## config.mk

```make
export PLATFORM = sky130hd
export DESIGN_NAME = cache_block_arbiter
export DESIGN_NICKNAME = d
export VERILOG_FILES = /design/src/rtl/cache_block_arbiter.sv
export SDC_FILE = /design/constraint.sdc
export NUM_CORES = 1
export LEC_CHECK = 0
export BUFFER_PORTS_ARGS = -buffer_cell sky130_fd_sc_hd__buf_4
export CAP_MARGIN = 10
export CORE_MARGIN = 1.5
export CORE_UTILIZATION = 46
export CTS_CLUSTER_DIAMETER = 150
export DETAILED_ROUTE_END_ITERATION = 6
export PLACE_DENSITY = 0.79
export SLEW_MARGIN = 20
export SYNTH_ARGS = -nofsm -noshare
export SYNTH_HDL_FRONTEND = slang
export SYNTH_SLANG_ARGS = --single-unit
export TNS_END_PERCENT = 30
```

## constraint.sdc

```tcl
create_clock -name clk_i -period 3.8 [get_ports clk_i]
set_clock_uncertainty 0.05 [all_clocks]
set_input_delay 0.38 -clock clk_i [delete_from_list [all_inputs] [get_ports clk_i]]
set_output_delay 0.38 -clock clk_i [all_outputs]
set_load 0.01 [all_outputs]
```

## src/rtl/cache_block_arbiter.sv

```systemverilog
// ---------------------------------------------------------------------------
// cache_block_arbiter
//
// Purpose: two-requester arbiter and sequencer for a single cache_block array
// of NUM_OF_ENTRY words. Each transaction walks IDLE -> ACCESS -> DONE. The
// winner's index, write enable and data are latched in IDLE. The array is
// driven for exactly one ACCESS cycle. The winner's done pulses for one cycle
// in DONE.
//
// Configuration macro:
//   CACHE_ARB_RR_EN  defined     -> round-robin tie-break (port 0 wins the
//                                   first tie after reset).
//                    not defined -> fixed priority; port 0 always wins ties
//                                   and no pointer register is built.
//
// Ports:
//   clk_i               system clock, rising edge
//   rst_i               asynchronous active-high reset
//   req0_i / req1_i     request level per requester
//   we0_i  / we1_i      1 = write, 0 = read (sampled with req)
//   index0_i / index1_i target entry
//   din0_i / din1_i     write data
//   gnt0_o / gnt1_o     port owns the array (ACCESS and DONE)
//   done0_o / done1_o   one-cycle completion pulse
//   rdata0_o / rdata1_o last read result per port, held between reads
//   cb_index_o          to cache_block.index
//   cb_we_o             to cache_block.we
//   cb_din_o            to cache_block.din
//   cb_dout_i           from cache_block.dout (combinational read)
// ---------------------------------------------------------------------------
module cache_block_arbiter #(
    parameter int NUM_OF_ENTRY = 1024,
    parameter int ENTRY_WIDTH  = 10,
    parameter int DATA_WIDTH   = 32
) (
    input  logic                   clk_i,
    input  logic                   rst_i,
    input  logic                   req0_i,
    input  logic                   req1_i,
    input  logic                   we0_i,
    input  logic                   we1_i,
    input  logic [ENTRY_WIDTH-1:0] index0_i,
    input  logic [ENTRY_WIDTH-1:0] index1_i,
    input  logic [DATA_WIDTH-1:0]  din0_i,
    input  logic [DATA_WIDTH-1:0]  din1_i,
    output logic                   gnt0_o,
    output logic                   gnt1_o,
    output logic                   done0_o,
    output logic                   done1_o,
    output logic [DATA_WIDTH-1:0]  rdata0_o,
    output logic [DATA_WIDTH-1:0]  rdata1_o,
    output logic [ENTRY_WIDTH-1:0] cb_index_o,
    output logic                   cb_we_o,
    output logic [DATA_WIDTH-1:0]  cb_din_o,
    input  logic [DATA_WIDTH-1:0]  cb_dout_i
);

    typedef enum logic [1:0] {
        ST_IDLE   = 2'd0,
        ST_ACCESS = 2'd1,
        ST_DONE   = 2'd2
    } state_t;

    state_t                  state_q, state_d;
    logic                    owner_q, owner_d;   // 0 = port 0, 1 = port 1
    logic                    wr_q, wr_d;         // latched transaction type
    logic                    cb_we_q, cb_we_d;
    logic [ENTRY_WIDTH-1:0]  index_q, index_d;
    logic [DATA_WIDTH-1:0]   din_q, din_d;
    logic [DATA_WIDTH-1:0]   rdata0_q, rdata0_d;
    logic [DATA_WIDTH-1:0]   rdata1_q, rdata1_d;

    // Winner selection and the winner's request fields
    logic                    pick;
    logic                    win_we;
    logic [ENTRY_WIDTH-1:0]  win_index;
    logic [DATA_WIDTH-1:0]   win_din;
    logic                    win_in_range;

`ifdef CACHE_ARB_RR_EN
    // Pointer holds the port served last; on a tie the other port wins.
    logic last_q, last_d;

    always_comb begin
        last_d = last_q;
        if (state_q == ST_DONE) begin
            last_d = owner_q;
        end
    end

    always_ff @(posedge clk_i or posedge rst_i) begin
        if (rst_i) begin
            last_q <= 1'b1;
        end else begin
            last_q <= last_d;
        end
    end

    assign pick = (req0_i && req1_i) ? ~last_q : ~req0_i;
`else
    // Port 1 is chosen only when port 0 is not requesting.
    assign pick = ~req0_i;
`endif

    assign win_we    = pick ? we1_i    : we0_i;
    assign win_index = pick ? index1_i : index0_i;
    assign win_din   = pick ? din1_i   : din0_i;

    // For a depth smaller than the index space, writes beyond the array are
    // dropped so they cannot alias onto real entries.
    generate
        if (NUM_OF_ENTRY < (1 << ENTRY_WIDTH)) begin : g_partial_depth
            assign win_in_range = ({{(32-ENTRY_WIDTH){1'b0}}, win_index} < NUM_OF_ENTRY);
        end else begin : g_full_depth
            assign win_in_range = 1'b1;
        end
    endgenerate

    // Next-state and datapath
    always_comb begin
        state_d  = state_q;
        owner_d  = owner_q;
        wr_d     = wr_q;
        cb_we_d  = cb_we_q;
        index_d  = index_q;
        din_d    = din_q;
        rdata0_d = rdata0_q;
        rdata1_d = rdata1_q;

        case (state_q)
            ST_IDLE: begin
                cb_we_d = 1'b0;
                if (req0_i || req1_i) begin
                    owner_d = pick;
                    wr_d    = win_we;
                    index_d = win_index;
                    din_d   = win_din;
                    cb_we_d = win_we && win_in_range;
                    state_d = ST_ACCESS;
                end
            end
            ST_ACCESS: begin
                // The array read is combinational, so cb_dout_i is valid for
                // the latched index throughout this cycle.
                cb_we_d = 1'b0;
                if (!wr_q) begin
                    if (owner_q) begin
                        rdata1_d = cb_dout_i;
                    end else begin
                        rdata0_d = cb_dout_i;
                    end
                end
                state_d = ST_DONE;
            end
            ST_DONE: begin
                cb_we_d = 1'b0;
                state_d = ST_IDLE;
            end
            default: begin
                cb_we_d = 1'b0;
                state_d = ST_IDLE;
            end
        endcase
    end

    always_ff @(posedge clk_i or posedge rst_i) begin
        if (rst_i) begin
            state_q  <= ST_IDLE;
            owner_q  <= 1'b0;
            wr_q     <= 1'b0;
            cb_we_q  <= 1'b0;
            index_q  <= '0;
            din_q    <= '0;
            rdata0_q <= '0;
            rdata1_q <= '0;
        end else begin
            state_q  <= state_d;
            owner_q  <= owner_d;
            wr_q     <= wr_d;
            cb_we_q  <= cb_we_d;
            index_q  <= index_d;
            din_q    <= din_d;
            rdata0_q <= rdata0_d;
            rdata1_q <= rdata1_d;
        end
    end

    // Grant and done are decoded from registered state only, so reset
    // removes them immediately.
    assign gnt0_o  = (state_q != ST_IDLE) && !owner_q;
    assign gnt1_o  = (state_q != ST_IDLE) &&  owner_q;
    assign done0_o = (state_q == ST_DONE) && !owner_q;
    assign done1_o = (state_q == ST_DONE) &&  owner_q;

    assign rdata0_o   = rdata0_q;
    assign rdata1_o   = rdata1_q;
    assign cb_index_o = index_q;
    assign cb_we_o    = cb_we_q;
    assign cb_din_o   = din_q;

endmodule

```

==> flow_results.org, run 1 <==
** Placed design
- Weighted congestion at the end of routability-driven global placement :: 0.7726
- DPL Wire Length :: 8250 µm
- Port bufs :: 232

** Timing
- Number of hold violations in the final report :: 0
- Slew @ Worst Pin :: 1.034 ns
- Setup repair after global routing left no endpoint under its margin.
- Final Max Slew Viols :: 0
- Of the available clock period, the critical path in the final layout requires 58.07%.
- Final setup violation count :: 0
- The worst pin sits at a relative slew slack of 31.08%.
- For the finished layout, the period the worst path requires is 2.207 ns.
- Highest Clock Rate :: 453.2 MHz
- For the final routed database, the setup TNS stands at 0 ns.
- Across all hold checks on the routed design, the worst slack comes to 0.006099 ns.

** Power and ir drop
- Dividing total power by cell area gives a power density of 794.3 nW/µm².
- Lkg Pwr :: 3.198 nW
- IR analysis of the VDD net gives a maximum drop of 0.4055 mV.
- PnR Total Power :: 0.005338 W

** Route
- Antenna-violating nets left :: 0
- Ratio of routed vias to standard cells :: 4.939
- After detailed routing, the number of remaining DRC violations is 0.
- Violation count after the first detailed-route iteration :: 74
- Final routed wire length divided by cell count :: 16.49 µm
- The routed layout has 3255 vias.
- Post-detailed-routing wire length :: 10870 µm
- The pre-antenna-repair detailed-routing pass consisted of 4 iterations.

** GRT
- Initial antenna violation count :: 0
- Global routing finished with a remaining overflow of 0.
- The number of global-route vias before repair came to 3553.
- The first global-routing pass estimated 17280 µm of wire.
- Entering global routing, the biggest net connects 46 pins.
- Tot GR Track Use :: 19.99%

** Floorplanning
- Initial cell density of the core :: 47.93%
- Row generation in the floorplan step produced 36 rows.
- Core region area :: 9864 µm²
- The die is 104.4 µm tall.
- Top-level port count :: 233
- From left edge to right edge, the die measures 104.4 µm.
- The floorplan step defined a die boundary enclosing 10900 µm².

** Synth
- After synthesis, flip-flops and latches occupy 58.75% of the total area.
- The largest total area in the synthesized netlist belongs to sky130_fd_sc_hd__dfrtp_1.
- Total of flip-flops plus latches after synthesis :: 111
- Nets in the synthesized netlist :: 414
- During synthesis, Yosys emitted a total of 0 warnings.
- Area fraction of the dominant cell type after synthesis :: 58.75%
- Ranked by total cell area, the synthesized netlist is headed by sky130_fd_sc_hd__dfrtp_1, sky130_fd_sc_hd__mux2_2, sky130_fd_sc_hd__buf_6.
- Number of different library cells in the post-synthesis netlist :: 20
- Number of cells produced by synthesis :: 292
- After synthesis the cells add up to 4728 µm².
- In this run the mean area of a mapped cell was 16.19 µm².

** Finish
- Relative to the synthesized area, the layout overhead comes to 42.13%.
- The repair_antennas step left the layout with diodes totalling 0.
- The final layout contains 643 nets.
- Cells with a size suffix above 1 make up 76.05% of the layout.
- Final core occ :: 68.13%
- In the layout the commonest cells are sky130_fd_sc_hd__buf_4, sky130_fd_sc_hd__mux2_2, sky130_fd_sc_hd__dfrtp_1.
- Commonest non-fill, non-tap cell in the layout :: sky130_fd_sc_hd__buf_4

** Clocking
- In this run, CTS created clock tree buffers numbering 9.
- TritonCTS clock tree :: done
- Post-CTS Setup Bufs :: 0
- Number of levels in the clock H-tree :: 3
- The number of hold buffers added after CTS was 0.
- Resized cells post-CTS :: 0
- The clock reaches the later pin of the worst-skew pair after 0.35 ns.
- The tree is rooted in a sky130_fd_sc_hd__clkbuf_8.
- Clock net sink count :: 111
- Clk pin slew, worst setup/hold paths :: 0.11 ns
- The longest clock path from root to sink contains 2 buffers.

** Critical path
- Data arrives at the worst endpoint at 2.39 ns.
- Startpoint Class :: register
- The signal on the critical path passes through nor2_1 > o21a_2 > mux2_2.
- In this run the register-to-register setup slack is 1.59 ns.
- Slowest cell on crit path :: sky130_fd_sc_hd__o21a_2
- Endpoint of the lowest-slack register-to-register path :: cb_index_o[0]
- Delay of the slowest critical-path stage :: 0.89 ns
- Type of the worst setup path :: reg2reg
- The number of cells on the worst reg-to-reg path is 3.
- Worst r2r src :: state_q[1]
- STA puts the critical path data required time at 3.99 ns.
- In this run the worst path has a maximum fanout of 45.
- Crit path max-delay family :: compound AO/OA/AOI/OAI gates
- STA classifies the critical path endpoint as a register.
- Total buffers and inverters traversed by the critical path :: 0

** Run status
- The flow ran to the end, and the final reports show no timing, DRC or antenna violations.

** Flow run
- Across the run, the number of max-cap violations was 0.

** Worst hold path
- Class of the worst hold path :: in2async
[sequential cells by signal, summed over array words and instances (netlist names)]
name	count
cb_we_o	1
state_q	2
cb_index_o	10
wr_q	1
rdata1_o	32
owner_q	1
rdata0_o	32
cb_din_o	32
[worst reg2reg max path, stage by stage (launching register included)]
cell and delay, ns:
sky130_fd_sc_hd__dfrtp_1 0.45, sky130_fd_sc_hd__nor2_1 0.27, sky130_fd_sc_hd__o21a_2 0.89, sky130_fd_sc_hd__mux2_2 0.43
[area by class of cell]
| type | count | area [µm²] |
|---|---|---|
| fillers | 755 | 3144 |
| multi-input cells | 162 | 1797 |
| inverters | 2 | 10.01 |
| repair buffers | 235 | 1764 |
| clock buffers | 10 | 127.6 |
| flip-flops and latches | 111 | 2778 |
| well taps | 133 | 166.4 |
| clock inverters | 6 | 77.57 |
[through the flow]
stage | instance area [µm²] | cells | worst slack, ns
detailed placement | 6515 | 643 | 1.423
global placement | 6515 | 643 | 1.460
floorplan | 4728 | 292 | 0.4393
CTS | 6720 | 659 | 1.592
global route | 6720 | 659 | 1.501
finish | 6720 | 659 | 1.593
[synthesized netlist by cell type, drive strengths merged]
cell      n
dfrtp   111
nor3b     2
inv       2
o21a      1
buf      13
nor2      2
and3b     1
and3      1
mux2i     2
clkbuf    4
a21oi     2
mux2    148
nor2b     3
[where the power goes]
part,internal (W),switching [W]
logic,0.00149,0.00101
registers,0.00178,0.000332
clock network,0.000319,0.000407
total,0.00359,0.00175
[how the worst max path moves through the flow]
stage                     slack [ns]            end       start  cells past startpoint
after floorplan                 0.44    cb_din_o[0]       rst_i                      1
after global placement          1.46   cb_din_o[28]      req0_i                      3
after detailed placement        1.42  cb_index_o[0]      req0_i                      3
after CTS                       1.59  cb_index_o[0]  state_q[1]                      3
after global routing            1.50  cb_index_o[0]  state_q[1]                      3
final                           1.59  cb_index_o[0]  state_q[1]                      3
[metal layers]
layer	track usage (%)	up-vias	wire length [µm]
met5	0	-	0
met4	10.62	0	478
met3	3.947	31	582
met2	36.37	123	5786
met1	21.80	1604	4022
li1	-	1497	-
[cells by family (layout without fill, tap and decap cells)]
group	count (synthesis)	in the layout	share of synthesized area, %
buf+inv	19	253	3.308
compound gates	3	3	0.3705
simple gates	9	9	1.588
mux	150	150	35.99
flops	111	111	58.75
Power figures use the tool's default switching activity.
==> run 2, diff against run 1 <==
--- a/config.mk
+++ b/config.mk
@@ -5,6 +5,7 @@
 export SDC_FILE = /design/constraint.sdc
 export NUM_CORES = 1
 export LEC_CHECK = 0
+export ABC_AREA = 1
 export BUFFER_PORTS_ARGS = -buffer_cell sky130_fd_sc_hd__buf_4
 export CAP_MARGIN = 10
 export CORE_MARGIN = 1.5
==> constraint.sdc (replaced) <==
create_clock -name clk_i -period 2.3 [get_ports clk_i]
set_clock_uncertainty 0.05 [all_clocks]
set_input_delay 0.23 -clock clk_i [delete_from_list [all_inputs] [get_ports clk_i]]
set_output_delay 0.23 -clock clk_i [all_outputs]
set_load 0.01 [all_outputs]
==> run 2 against run 1 <==
The flow now finishes with violations (negative hold slack); clock power up 54%; combinational power grew 66%; power grew 64%; critical path depth is 1 higher; global-route usage up 5.1 points; synthesized cell count is 110% higher; non-clock buffer count increased by 6; utilization is 1.4 points lower; fmax grew 34%; via count is 48% higher.
==> flow_results.org, run 2 <==
** Clocking
- The number of H-tree levels came to 3 (unchanged).
- Clk pin slew, worst setup/hold paths :: 0.11 ns (about the same)
- Worst-skew pair later-pin latency :: 0.35 ns (about the same)
- The count of instances resized after the clock tree is built is 0 (unchanged).
- Hold Buf Count CTS :: 0 (unchanged)
- CTS Root Cell :: sky130_fd_sc_hd__clkbuf_8 (unchanged)
- The number of post-CTS setup repair buffers is 0 (unchanged).
- Clock net sink count :: 111 (unchanged)
- Clock buffer depth :: 2 (unchanged)
- Number of buffers inserted during clock tree synthesis :: 9 (unchanged)
- TritonCTS clock tree :: done (unchanged)

** Placed design
- DPL Wire Length :: 9776 µm (was 8250 µm)
- Weighted congestion at the end of routability-driven global placement :: 0.8402 (was 0.7726)
- The number of port buffers was 232 (unchanged).
- Area after detailed placement :: 6668 µm² (was 6515 µm²)

** Critical path
- The critical path's top delay family was simple AND/OR/NAND/NOR gates (was compound AO/OA/AOI/OAI gates).
- Series of cell instances along the critical path: nor2_1 > nand2_2 > nand2_1 > nand2_1 (was nor2_1 > o21a_2 > mux2_2).
- The number of buffer and inverter instances along the worst setup path is 0 (unchanged).
- The data arrival at the endpoint of the critical path was 1.85 ns (was 2.39 ns).
- Beginning of the critical path :: state_q[0] (was state_q[1])
- Endpoint type of the worst setup path :: register (unchanged)
- The reg-to-reg setup timing slack was 0.65 ns (was 1.59 ns).
- The library cell contributing the largest single delay on the critical path is sky130_fd_sc_hd__nand2_2 (was sky130_fd_sc_hd__o21a_2).
- The maximum fanout along the worst path was 44 (was 45).
- Most numerous cell on the critical path :: sky130_fd_sc_hd__nand2_1
- The launch instance of the worst register-to-register path was state_q[0] (was state_q[1]).
- Delay of the slowest critical-path stage :: 0.52 ns (was 0.89 ns)
- The required time of the critical path came to 2.49 ns (was 3.99 ns).
- Type of the worst setup path :: reg2reg (unchanged)
- The startpoint type of the worst setup path is a register (unchanged).

** Power and ir drop
- The power per unit of standard cell area came to 1280 nW/µm² (was 794.3 nW/µm²).
- PnR Total Power :: 0.008776 W (was 0.005338 W)
- The leakage dissipation was 4.005 nW (was 3.198 nW).
- VDD IR-drop max :: 0.5808 mV (was 0.4055 mV)

** Route
- Drt first pass iters :: 5 (was 4)
- The number of violations reported at the end of detailed-routing iteration 0 was 261 (was 74).
- Final routed wire length divided by cell count :: 14.10 µm (was 16.49 µm)
- Drc violations :: 0 (unchanged)
- Ratio of routed vias to standard cells :: 4.906 (was 4.939)
- Antenna-violating nets left :: 0 (unchanged)
- The via count came to 4803 (was 3255).
- The post-detailed-routing wire length came to 13810 µm (was 10870 µm).

** Floorplanning
- Top-level port count :: 233 (unchanged)
- Placement row count :: 37 (was 36)
- The chip width came to 105.9 µm (was 104.4 µm).
- The effective utilization at floorplan came to 47.37% (was 47.93%).
- The vertical die dimension was 105.9 µm (was 104.4 µm).
- Die ar. :: 11210 µm² (was 10900 µm²)
- The placeable core region is 10280 µm² (was 9864 µm²).

** GRT
- The first-pass GRT wire length came to 22430 µm (was 17280 µm).
- The largest net degree at the start of global routing is 112 (was 46).
- The number of antenna violations at the first check in global routing was 0 (unchanged).
- The total congestion overflow after global routing came to 0 (unchanged).
- The aggregate global-route resource usage is 25.10% (was 19.99%).
- Via count of the first global-routing pass :: 4596 (was 3553)

** Synth
- The most numerous cell in the Yosys netlist was sky130_fd_sc_hd__nand2_1 (was sky130_fd_sc_hd__mux2_2).
- Area fraction of the dominant cell type after synthesis :: 57.05% (was 58.75%)
- The mean instance size in the synthesized netlist is 7.827 µm² (was 16.19 µm²).
- The net count after synthesis is 744 (was 414).
- The largest family of logic cells by synthesized area is simple AND/OR/NAND/NOR gates (was multiplexers).
- Number of cells produced by synthesis :: 622 (was 292)
- The prevailing post-synth register cell is sky130_fd_sc_hd__dfrtp_1 (unchanged).
- Synthesized area :: 4868 µm² (was 4728 µm²)
- Portion of netlist area occupied by mux cells :: 0% (was 35.99%)
- The xor/xnor cell area share of the yosys netlist came to 0% (unchanged).
- Library cell occupying the most area in the post-synthesis netlist :: sky130_fd_sc_hd__dfrtp_1 (unchanged)
- Total of flip-flops plus latches after synthesis :: 111 (unchanged)
- The number of enable-type register cells in the synthesized netlist is 0 (unchanged).
- The count of different cell masters after synthesis came to 13 (was 20).
- Proportion of register bits with asynchronous set or reset after synthesis :: 100.0% (unchanged)
- Area contributors post-synth: sky130_fd_sc_hd__dfrtp_1, sky130_fd_sc_hd__nand2_1, sky130_fd_sc_hd__nand3_1 (was sky130_fd_sc_hd__dfrtp_1, sky130_fd_sc_hd__mux2_2, sky130_fd_sc_hd__buf_6).
- Commonest cells post-synth: sky130_fd_sc_hd__nand2_1, sky130_fd_sc_hd__dfrtp_1, sky130_fd_sc_hd__nand3_1 (was sky130_fd_sc_hd__mux2_2, sky130_fd_sc_hd__dfrtp_1, sky130_fd_sc_hd__buf_6).
- The number of warnings printed during yosys synthesis came to 0 (unchanged).
- The complex-gate fraction of the synthesized area is 0% (was 0.3705%).
- The share of synthesized area occupied by flip-flops and latches is 57.05% (was 58.75%).
- Share of synthesized cell area in full adder, half adder and majority cells :: 0% (unchanged)
- Simple-gate share of the synthesized area :: 38.27% (was 1.588%)

** Finish
- Layout Area Growth over Synthesis :: 40.89% (was 42.13%)
- The register area came to 2778 µm² (unchanged).
- The proportion of layout cells with a drive suffix above 1 was 31.55% (was 76.05%).
- The finished layout cell area came to 6859 µm² (was 6720 µm²).
- The final antenna diode count came to 0 (unchanged).
- Commonest cells after routing, fill and taps aside: sky130_fd_sc_hd__nand2_1, sky130_fd_sc_hd__buf_4, sky130_fd_sc_hd__dfrtp_1 (was sky130_fd_sc_hd__buf_4, sky130_fd_sc_hd__mux2_2, sky130_fd_sc_hd__dfrtp_1).
- Number of fill cells in the layout :: 868 (was 755)
- The post-layout net count came to 960 (was 643).
- The multi-input gate area in the final layout is 1868 µm² (was 1797 µm²).
- The most common cell after layout, fill and taps aside is sky130_fd_sc_hd__nand2_1 (was sky130_fd_sc_hd__buf_4).

** Timing
- Setup tns final :: 0 ns (unchanged)
- The total setup violations reported at the end of the flow came to 0 (unchanged).
- The highest achievable clock rate is 605.1 MHz (was 453.2 MHz).
- Slew @ Worst Pin :: 0.7840 ns (was 1.034 ns)
- The worst hold slack after final layout is -0.05599 ns (was 0.006099 ns).
- The final critical path time including I/O delays and setup was 1.653 ns (was 2.207 ns).
- Fin crit share :: 71.86% (was 58.07%)
- Setup repair after global routing missed its margin :: false (unchanged)
- Final Max Slew Viols :: 0 (unchanged)
- Normalized max-slew margin :: 47.55% (was 31.08%)
- Number of hold violations in the final report :: 28 (was 0)

** Worst hold path
- Class of the worst hold path :: in2async (unchanged)

** Run status
- The checks that failed: negative hold slack.
- Outcome: complete, but fails checks (was finished, final reports clean).

** Flow run
- Maxcap violations :: 0 (unchanged)
-- run 2: cell count changes after synthesis, moves of 4 or more --
cell                      change
sky130_fd_sc_hd__buf_2       +19
sky130_fd_sc_hd__buf_4        +9
sky130_fd_sc_hd__buf_6       -10
sky130_fd_sc_hd__mux2_2     -141
sky130_fd_sc_hd__mux2_4       -4
sky130_fd_sc_hd__nand2_1    +392
sky130_fd_sc_hd__nand3_1     +65
-- run 2: through the flow --
step / cells / worst slack [ns] / util (%)
2_1_floorplan: 622 / 0.6765 / -
3_3_place_gp: 963 / 0.7477 / 64.88
3_5_place_dp: 963 / 0.6303 / 64.88
4_1_cts: 979 / 0.6530 / 66.74
5_1_grt: 979 / 0.4761 / 66.74
6_report: 979 / 0.6473 / 66.74
-- run 2: cell type report --
| class | count | share of cell area [%] |
|---|---|---|
| tap | 136 | 2.481 |
| multi-input combinational | 468 | 27.23 |
| clock buffer | 11 | 2.207 |
| clock inverter | 5 | 0.5837 |
| inverter | 7 | 0.4378 |
| timing repair buffer | 241 | 26.56 |
| sequential | 111 | 40.50 |
-- run 2: worst reg2reg max path, delay by kind of cell, from the launching register on --
family	cells	cell delay (ns)
flops	1	0.43
simple gates	4	1.06
-- run 2: cell families after synthesis --
group | count (synthesis)
buffers and inverters | 43
DFF | 111
and+or+nand+nor | 468
-- run 2: power by group --
part | internal, W | switching, W | leakage, nW
clock | 0.000465 | 0.000653 | 0.100
sequential | 0.00289 | 0.000604 | 1.37
combinational | 0.00184 | 0.00232 | 2.53
-- run 2: metal layers --
layer | GRT usage [%] | wire, µm | up-vias
met2 | 44.25 | 7123 | 199
met4 | 6.660 | 167 | 0
met5 | 0 | 0 | -
met1 | 31.43 | 5491 | 2254
li1 | - | - | 2336
met3 | 5.009 | 1024 | 14
-- run 2: final timing paths --
| kind | end | depth (start not counted) |
|---|---|---|
| worst min register to register | rdata1_o[17] | 2 |
| worst max register to register | cb_din_o[26] | 4 |
| worst min-delay path | rdata0_o[27] | 3 |
| max in group asynchronous | rdata0_o[19] | 3 |
| worst max-delay path | cb_din_o[26] | 4 |
| min in group clk_i | rdata1_o[17] | 3 |
==> run 3, diff against run 2 <==
==> constraint.sdc (replaced) <==
create_clock -name clk_i -period 1.6 [get_ports clk_i]
set_clock_uncertainty 0.05 [all_clocks]
set_input_delay 0.16 -clock clk_i [delete_from_list [all_inputs] [get_ports clk_i]]
set_output_delay 0.16 -clock clk_i [all_outputs]
set_load 0.01 [all_outputs]
==> run 3 against run 2 <==
The flow now finishes without violations; routed wire length grew 4.9%; sequential cell count is the same; sequential power grew 44%; die area is the same; first-iteration DRC count shrank 29%; critical path type is now reg2out; clock power grew 68%; setup slack lost 0.56 ns; count of clock-buffer cells in the layout shrank 1; hold slack gained 0.069 ns; power grew 50%; via count grew 3.2%.
==> flow_results.org, run 3 (same netlist as run 2, synthesis figures left out) <==
** Critical path
- Series of cell instances along the critical path :: nor2_1 > nor2_1 > buf_4 (was nor2_1 > nand2_2 > nand2_1 > nand2_1)
- The depth of the worst register-to-register path was 5 (was 4).
- The maximum fanout along the worst path came to 4 (was 44).
- The critical path's top delay family is flip-flops (was simple AND/OR/NAND/NOR gates).
- Worst r2r src :: state_q[0] (unchanged)
- Total buffers and inverters traversed by the critical path :: 1 (was 0)
- Worst endpoint data arrival time :: 1.31 ns (was 1.85 ns)
- Endpoint type of the worst setup path :: output pin (was register)
- The kind of critical path was reg2out (was reg2reg).
- Required time at the worst-slack endpoint :: 1.39 ns (was 2.49 ns)
- The biggest cell delay along the critical path was 0.43 ns (was 0.52 ns).
- Most numerous cell on the critical path :: sky130_fd_sc_hd__nor2_1 (was sky130_fd_sc_hd__nand2_1)
- Startpoint Class :: register (unchanged)
- Endpoint of the lowest-slack register-to-register path :: cb_index_o[6] (was cb_din_o[26])
- Slowest cell on crit path :: sky130_fd_sc_hd__dfrtp_1 (was sky130_fd_sc_hd__nand2_2)
- The reg-to-reg setup timing slack came to 0.26 ns (was 0.65 ns).

** Route
- The via count is 4959 (was 4803).
- Violation count after the first detailed-route iteration :: 185 (was 261)
- The DRC violation count after routing came to 0 (unchanged).
- The length of the first detailed-routing pass in iterations came to 4 (was 5).
- Ratio of routed vias to standard cells :: 4.881 (was 4.906)
- Antenna-violating nets left :: 0 (unchanged)
- Final routed wire length divided by cell count :: 14.25 µm (was 14.10 µm)
- The post-detailed-routing wire length is 14480 µm (was 13810 µm).

** Timing
- The final setup TNS is 0 ns (unchanged).
- Slew @ Worst Pin :: 0.5140 ns (was 0.7840 ns)
- Fin crit share :: 94.72%
- Number of hold violations in the final report :: 0 (was 28)
- Final Max Slew Viols :: 0 (unchanged)
- Setup repair after global routing missed its margin :: false (unchanged)
- The worst hold slack after final layout was 0.01333 ns (was -0.05599 ns).
- Normalized max-slew margin :: 65.66% (was 47.55%)
- Derived from the worst setup path, the maximum achievable clock frequency is 659.8 MHz.
- The smallest clock period supported by the final layout is computed as 1.516 ns.
- The total setup violations reported at the end of the flow came to 0 (unchanged).

** Floorplanning
- The row count was 37 (unchanged).
- The chip width came to 105.9 µm (unchanged).
- The placeable core region is 10280 µm² (unchanged).
- The effective utilization at floorplan is 47.37% (unchanged).
- Top-level port count :: 233 (unchanged)
- The area of the die was 11210 µm² (unchanged).
- Height of the die :: 105.9 µm (unchanged)

** Finish
- The most common cell after layout, fill and taps aside is sky130_fd_sc_hd__nand2_1 (unchanged).
- The register area was 2778 µm² (unchanged).
- The fill cell instance count of the final layout was 793 (was 868).
- Ratio of cells with drive above 1 in the final layout :: 30.80% (was 31.55%)
- # nets final :: 997 (was 960)
- Number of inserted diodes :: 0 (unchanged)
- Footprint of the multi-input gates :: 1868 µm² (unchanged)
- Commonest cells after routing, fill and taps aside :: sky130_fd_sc_hd__nand2_1, sky130_fd_sc_hd__buf_4, sky130_fd_sc_hd__dfrtp_1 (unchanged)
- Layout Area Growth over Synthesis :: 50.30% (was 40.89%)

** Placed design
- The placed wire-length estimate after detailed placement was 10080 µm (was 9776 µm).
- Weighted congestion at the end of routability-driven global placement :: 0.8342 (was 0.8402)
- Port bufs :: 232 (unchanged)

** Worst hold path
- The startpoint identified for the worst hold timing path is req1_i.
- Class of the worst hold path :: in2reg (was in2async)
- Along the worst hold path, the cell count comes to 3.
- End point of the worst hold path :: owner_q

** GRT
- The largest net degree at the start of global routing was 49 (was 112).
- The aggregate global-route resource usage is 26.42% (was 25.10%).
- The number of antenna violations at the first check in global routing was 0 (unchanged).
- The total congestion overflow after global routing came to 0 (unchanged).
- The first-pass GRT wire length was 23430 µm (was 22430 µm).
- Via count of the first global-routing pass :: 5000 (was 4596)

** Clocking
- Number of levels in the clock H-tree :: 3 (unchanged)
- TritonCTS clock tree :: done (unchanged)
- Worst-skew pair later-pin latency :: 0.35 ns (about the same)
- Clock net sink count :: 111 (unchanged)
- CTS Root Cell :: sky130_fd_sc_hd__clkbuf_8 (unchanged)
- The clock transition at the registers of the reported paths is 0.10 ns (was 0.11 ns).
- The largest buffer count on any clock path was 2 (unchanged).
- Number of buffers inserted during clock tree synthesis :: 9 (unchanged)
- Resized cells post-CTS :: 0 (unchanged)

** Flow run
- The total of max-cap violations is 0 (unchanged).

** Run status
- Outcome :: finished, final reports clean (was complete, but fails checks)

** Power and ir drop
- The power per unit of standard cell area is 1797 nW/µm² (was 1280 nW/µm²).
- The leakage dissipation came to 4.202 nW (was 4.005 nW).
- VDD IR-drop max :: 0.8642 mV (was 0.5808 mV)
[run 3: how the worst max path moves through the flow]
stage | depth (start not counted) | end | from | slack, ns
global route | 3 | done1_o | owner_q | 0.03
detailed placement | 5 | cb_index_o[6] | state_q[0] | 0.27
floorplan | 1 | cb_din_o[0] | rst_i | 0.05
CTS | 3 | gnt0_o | state_q[0] | 0.06
global placement | 5 | wr_q | state_q[0] | 0.38
finish | 3 | gnt0_o | state_q[0] | 0.08
[run 3: cell type report]
| class | instances | share of cell area, % |
|---|---|---|
| sequential | 111 | 37.96 |
| timing repair buffer | 278 | 30.64 |
| multi-input combinational | 468 | 25.53 |
| tap | 136 | 2.326 |
| clock buffer | 10 | 1.881 |
| clock inverter | 6 | 1.248 |
| inverter | 7 | 0.4104 |
[run 3: what timing repair did]
| action | 4_1_cts | 5_1_grt |
|---|---|---|
| setup endpoints to repair | 0 | 0 |
| endpoints found under the hold margin | 70 | 0 |
| hold buffers | 32 | 0 |
| buffers inserted | 0 | 0 |
[run 3: metrics by stage]
step / worst slack [ns] / instance area, µm² / total power (W) / std cells / util, %
after floorplan: 0.04654 / 4872 / 0.008034 / 622 / -
after global placement: 0.3759 / 6768 / 0.01106 / 968 / 65.85
after detailed placement: 0.2667 / 6768 / 0.01128 / 968 / 65.85
after CTS: 0.06366 / 7317 / 0.01323 / 1016 / 71.20
after global routing: 0.02757 / 7317 / 0.01407 / 1016 / 71.20
final: 0.08442 / 7317 / 0.01315 / 1016 / 71.20
[run 3: power breakdown]
| group | total (W) | switching (W) | internal, W |
|---|---|---|---|
| logic | 0.00624 | 0.00339 | 0.00285 |
| clock network | 0.00188 | 0.000939 | 0.000937 |
| registers | 0.00503 | 0.000870 | 0.00416 |
| total | 0.0131 | 0.00520 | 0.00795 |
[run 3: worst reg2reg max path: cells and delay by family (launching register included)]
| family | cells | cell delay, ns |
|---|---|---|
| and+or+nand+nor | 4 | 0.53 |
| DFF | 1 | 0.43 |
| buffers and inverters | 1 | 0.23 |
[run 3: layer usage]
layer | part of all wire, % | global-route usage (%) | up-vias
li1 | - | - | 2410
met1 | 40 | 31.45 | 2325
met2 | 52 | 46.99 | 200
met3 | 6.1 | 4.576 | 24
met4 | 2.2 | 11.10 | 0
met5 | 0 | 0 | -
